[src/rtl/pipe_pkg.sv]
// pipe_pkg: shared pipeline types and constants for the stall controller
package pipe_pkg;
  typedef enum logic {RUN, WAIT} state_t;
  localparam int REG_W = 5;
  localparam logic [REG_W-1:0] REG_ZERO = 5'd0;
endpackage

[src/rtl/sat_counter.sv]
// sat_counter: saturating up-counter with synchronous clear
module sat_counter #(
  parameter int W = 8,
  parameter logic [W-1:0] MAX = '1
) (
  input  logic         clk,
  input  logic         rst,
  input  logic         inc,
  input  logic         clr,
  output logic [W-1:0] cnt
);
  always_ff @(posedge clk)
    if (rst || clr) cnt <= '0;
    else if (inc && cnt != MAX) cnt <= cnt + 1'b1;
endmodule

[src/rtl/load_use_stall_unit.sv]
// load_use_stall_unit: load-use bubble and memory-wait freeze control (MEM_WAIT_EN builds the wait FSM)
module load_use_stall_unit
  import pipe_pkg::*;
#(
  parameter int WAIT_MAX = 255,
  parameter int CNT_W = 32
) (
  input  logic             clk,
  input  logic             rst,
  input  logic [REG_W-1:0] D_Rs,
  input  logic [REG_W-1:0] D_Rt,
  input  logic             D_UseRs,
  input  logic             D_UseRt,
  input  logic             D_MemWr,
  input  logic             E_MemRd,
  input  logic [REG_W-1:0] E_Rw,
  input  logic             M_MemRd,
  input  logic             M_MemWr,
  input  logic             mem_ready,
  output logic             PC_Wr,
  output logic             IF_ID_Wr,
  output logic             ID_EX_Flush,
  output logic             ID_EX_Wr,
  output logic             EX_MEM_Wr,
  output logic             MEM_WB_Flush,
  output logic             mem_timeout,
  output logic [CNT_W-1:0] stall_cycles
);
  logic lu_hazard, freeze, bubble;
  assign lu_hazard = E_MemRd && E_Rw != REG_ZERO &&
                     ((D_UseRs && D_Rs == E_Rw) || (D_UseRt && !D_MemWr && D_Rt == E_Rw));
`ifdef MEM_WAIT_EN
  localparam int WAIT_W = $clog2(WAIT_MAX + 1) > 8 ? $clog2(WAIT_MAX + 1) : 8;
  state_t state, state_nx;
  logic mem_busy;
  logic [WAIT_W-1:0] wait_cnt;
  assign mem_busy = (M_MemRd || M_MemWr) && !mem_ready;
  always_ff @(posedge clk)
    state <= rst ? RUN : state_nx;
  always_comb begin
    state_nx = state;
    freeze = 1'b0;
    state_nx = state == RUN ? (mem_busy ? WAIT : RUN) : (mem_ready ? RUN : WAIT);
    freeze = !rst && (state == RUN ? mem_busy : !mem_ready);
  end
  sat_counter #(.W(WAIT_W), .MAX(WAIT_W'(WAIT_MAX))) u_wait_cnt (
    .clk(clk), .rst(rst), .inc(state == WAIT), .clr(state == RUN), .cnt(wait_cnt)
  );
  always_ff @(posedge clk)
    if (rst) mem_timeout <= 1'b0;
    else if (state == WAIT && 32'(wait_cnt) >= WAIT_MAX - 1) mem_timeout <= 1'b1;
`else
  logic unused_mem;
  assign unused_mem = &{mem_ready, M_MemRd, M_MemWr};
  assign freeze = 1'b0;
  assign mem_timeout = 1'b0;
`endif
  assign bubble = !rst && !freeze && lu_hazard;
  assign PC_Wr = !(freeze || bubble);
  assign IF_ID_Wr = !(freeze || bubble);
  assign ID_EX_Flush = bubble;
  assign ID_EX_Wr = !freeze;
  assign EX_MEM_Wr = !freeze;
  assign MEM_WB_Flush = freeze;
  sat_counter #(.W(CNT_W)) u_stall_cnt (
    .clk(clk), .rst(rst), .inc(freeze || bubble), .clr(1'b0), .cnt(stall_cycles)
  );
endmodule

[config.mk]
export PLATFORM = sky130hd
export DESIGN_NAME = load_use_stall_unit
export DESIGN_NICKNAME = d
export VERILOG_FILES = /design/src/rtl/pipe_pkg.sv /design/src/rtl/sat_counter.sv /design/src/rtl/load_use_stall_unit.sv
export SDC_FILE = /design/constraint.sdc
export NUM_CORES = 1
export LEC_CHECK = 0
export CORE_MARGIN = 2
export CORE_UTILIZATION = 52
export DETAILED_ROUTE_END_ITERATION = 10
export DONT_BUFFER_PORTS = 1
export HOLD_SLACK_MARGIN = 0.08
export PLACE_DENSITY_LB_ADDON = 0.15
export SLEW_MARGIN = 5
export SYNTH_ARGS = -nofsm -noshare
export SYNTH_HDL_FRONTEND = slang
export SYNTH_SLANG_ARGS = --single-unit
[constraint.sdc]
create_clock -name clk -period 2.4 [get_ports clk]
set_input_delay 0.36 -clock clk [delete_from_list [all_inputs] [get_ports clk]]
set_output_delay 0.36 -clock clk [all_outputs]
set_load 0.005 [all_outputs]
==> metrics.md <==
| Metric | Value |
|---|---|
| Final setup violation count | `0` |
| Die area | `4090 sq um` |
| GPL Wtd Cong | `a little under 0.8` |
| Worst IR Drop VDD | `0.269 mV` |
| Filler cell count | `roughly 340` |
| Max-cap violations | `0` |
| Later-pin clock latency in the skew report | `around 0.34 ns` |
| F_max | `0.448 GHz` |
| Total gr overflow | `0` |
| P&R area growth vs syn | `9.70%` |
| Vias in the first global route | `~1800` |
| Fin. max-slew vios | `0` |
| Root Driver | `clkbuf_4` |
| Clock transition at the registers of the reported paths | `around 0.11 ns` |
| N_diodes | `0` |
| Worst min path class | `input port to flop` |
| Slew @ Worst Pin | `0.985 ns` |
| Final hold violation count | `0` |
| R2R Path End | `u_stall_cnt.cnt[20]` |
| Prevailing post-synth register cell | `dfxtp_1` |
| Routed wire per std cell | `roughly 16 microns` |
| Seq cells post-synth | `32` |
| Worst setup SP type | `flop` |
| Worst hold endpoint | `u_stall_cnt.cnt[19]` |
| Internal power | `0.766 mW` |
| Most common cell after layout, fill and taps aside | `dfxtp_1` |
| CP Capture Type | `flop` |
| Vias post-DR | `between 1500 and 2000` |
| Sequential area share after synthesis | `approximately a third` |
| Final HPWL DP | `between 3000 and 4000 microns` |
| P_leak | `approximately 0.64 nW` |
| Cells after Synth | `approximately 230` |
| Die Y | `64.0 microns` |
| Most used cell, CP | `or4_1` |
| Port buffer count | `0` |
| Sequential cell area | `about 640 sq um` |
| Share of the synthesized area in the top cell type | `around a third` |
| Total power | `0.984 mW` |
| Mapped Area | `about 1900 sq um` |
| R2R cell count | `7` |
| Htree depth | `2` |
| CP required | `2.67 ns` |
| Sw power | `about 0.22 mW` |
| CP max stage cell | `or4_1` |
| Post-synth EDFFs | `0` |
| Die W | `about 64 microns` |
| Initial antenna violation count | `0` |
| Part of the power in the clock network | `a little over two fifths` |
| Hold path start | `rst` |
| CP Cell Sequence | `ha_1 -> nand3_2 -> or4_1 -> a21oi_2 -> nand3_4 -> or4_1 -> a21oi_1` |
| Hold path depth | `1` |
| Routed Antenna Nets | `0` |
| Final period util | `just over 90%` |
| Setup Crit Path Kind | `flop to flop` |
| Yosys warns | `0` |
| Status | `completed` |
| Vias/cell | `around 6.3` |
| Initial Utilization | `between 50% and 60%` |
| Share of cells above drive strength 1 | `around 12%` |
| Largest register FFs | `32` |
| RSZ-0062 raised after global routing | `no` |
| Synth top area cells | `dfxtp_1 (34%), a21oi_1 (6.2%), xnor2_1 (4.7%)` |
| Drt initial violations | `92` |
| Sequential power share | `a little over half` |
| Comb pwr share | `~3.8%` |
| R2r startpoint | `u_stall_cnt.cnt[0]` |
| Cell Rows | `21` |
| IO Pins | `63` |
| Max transition margin | `about 34%` |
| R2R setup slack | `0.17 ns` |
| CP max stage delay | `~0.54 ns` |
| Maximum fanout along the worst path | `17` |
| Nets | `260` |
| Largest net degree at the start of global routing | `44` |
| Worst EP arrival | `between 2 and 3 ns` |
| Drt first pass iters | `4` |
| Layout Skew | `0.0142 ns` |
| Top Registers | `u_stall_cnt.cnt (32)` |
| Mapped Avg Cell Area | `~8 sq um` |
| CTS Buffer Depth | `2` |
| Final wirelength | `4480 microns` |
| Power density over the cells | `479 nW/um^2` |
| Multi-input gate area | `roughly 1100 sq um` |
| Top reg by flops | `u_stall_cnt.cnt` |
| CTS Sinks | `32` |
| Most frequent cells in the layout | `dfxtp_1 (32), a21oi_1 (23), nand2_1 (19), o21ai_0 (14), or3_1 (13)` |
| Post-Route Setup TNS | `0 ns` |
| First-pass GRT wire length | `7660 microns` |
| Switch share | `between 20% and 30%` |
| Total track usage | `between 20% and 30%` |
| DRC | `0` |
| Post-synth cell types | `39` |
| Post-synth ARST share | `0%` |
| Synth area leader | `dfxtp_1` |
| Final min period | `approximately 2.2 ns` |
| CTS tree | `yes` |
| Num CTS Buffers | `5` |
| Core Box Area | `approximately 3400 sq um` |
-- power by group through the flow --
stage / Combinational [mW] / Sequential (mW) / Clock [mW]
6_report: 0.0370 / 0.531 / 0.416
5_1_grt: 0.0416 / 0.531 / 0.453
4_1_cts: 0.0369 / 0.531 / 0.426
3_5_place_dp: 0.0289 / 0.543 / 0
3_3_place_gp: 0.0278 / 0.543 / 0
2_1_floorplan: 0.0381 / 0.543 / 0
-- metrics by stage --
step	std cells	cell area [sq um]	hold slack [ns]	utilization, %	setup WS, ns
CTS	282	2040	0.174	60.3	0.0694
global placement	273	1950	0.433	57.7	0.176
floorplan	231	1880	0.483	-	0.284
detailed placement	273	1950	0.436	57.7	0.112
global route	282	2050	0.180	60.5	0.0288
finish	282	2050	0.191	60.5	0.170
-- worst max-delay path by stage --
stage | startpoint | end | slack [ns] | cells after the start
after floorplan | u_stall_cnt.cnt[0] | u_stall_cnt.cnt[18] | 0.28 | 8
after global placement | u_stall_cnt.cnt[0] | u_stall_cnt.cnt[20] | 0.18 | 7
after detailed placement | u_stall_cnt.cnt[0] | u_stall_cnt.cnt[20] | 0.11 | 7
after CTS | u_stall_cnt.cnt[0] | u_stall_cnt.cnt[20] | 0.07 | 7
after global routing | u_stall_cnt.cnt[0] | u_stall_cnt.cnt[20] | 0.03 | 7
final | u_stall_cnt.cnt[0] | u_stall_cnt.cnt[20] | 0.17 | 7
-- area by class of cell --
class                           count  area share [%]
Sequential cell                    32            31.2
Clock buffer                        5            1.83
Inverter                            2           0.366
Timing Repair Buffer               13            6.10
Multi-Input combinational cell    181            55.6
Clock inverter                      3            2.07
Tap cell                           46            2.80
-- layer usage --
metal	part of all wire, %	up-vias	GRT usage [%]
li1	-	870	-
met5	0	-	0
met3	8.1	6	7.04
met2	50	65	42.4
met4	1.4	0	10.1
met1	41	832	25.7
-- Yosys cell counts, types with 2 or more instances --
| library cell | n |
|---|---|
| nand3_2 | 2 |
| and4_1 | 4 |
| nand2_1 | 19 |
| buf_4 | 6 |
| nand3_1 | 10 |
| buf_2 | 5 |
| nor2b_1 | 6 |
| inv_1 | 2 |
| clkbuf_1 | 4 |
| o21ai_0 | 14 |
| or3_1 | 13 |
| mux2_1 | 5 |
| a21oi_1 | 23 |
| nor2_1 | 10 |
| or4_1 | 11 |
| nor4_1 | 8 |
| nand4_1 | 11 |
| dfxtp_1 | 32 |
| conb_1 | 2 |
| o31ai_1 | 10 |
| and3_1 | 5 |
| xnor2_1 | 10 |
-- worst max-delay path: cells and delay by family, from the launching register on --
kind	cells	cell delay, ns
AOI/OAI and AO/OA	2	0.32
DFF	1	0.35
adders and majority gates	1	0.20
and+or+nand+nor	4	1.27
-- cell families after synthesis --
| family | after synthesis | synth area share (%) |
|---|---|---|
| AOI/OAI and AO/OA | 53 | 16.7 |
| muxes | 5 | 3.01 |
| xor gates and xnor gates | 11 | 5.15 |
| DFF | 32 | 34.2 |
| adders and majority gates | 1 | 0.669 |
| other | 2 | 0.401 |
| buffers and inverters | 18 | 5.55 |
| and+or+nand+nor | 107 | 34.2 |
-- repair_timing --
action                                  4_1_cts  5_1_grt
hold buffers                                  1        0
endpoints found under the setup margin        0        7
resized for setup                             0        1
hold endpoints to repair                     25        0
buffers inserted                              0        0
Power figures use the tool's default switching activity.
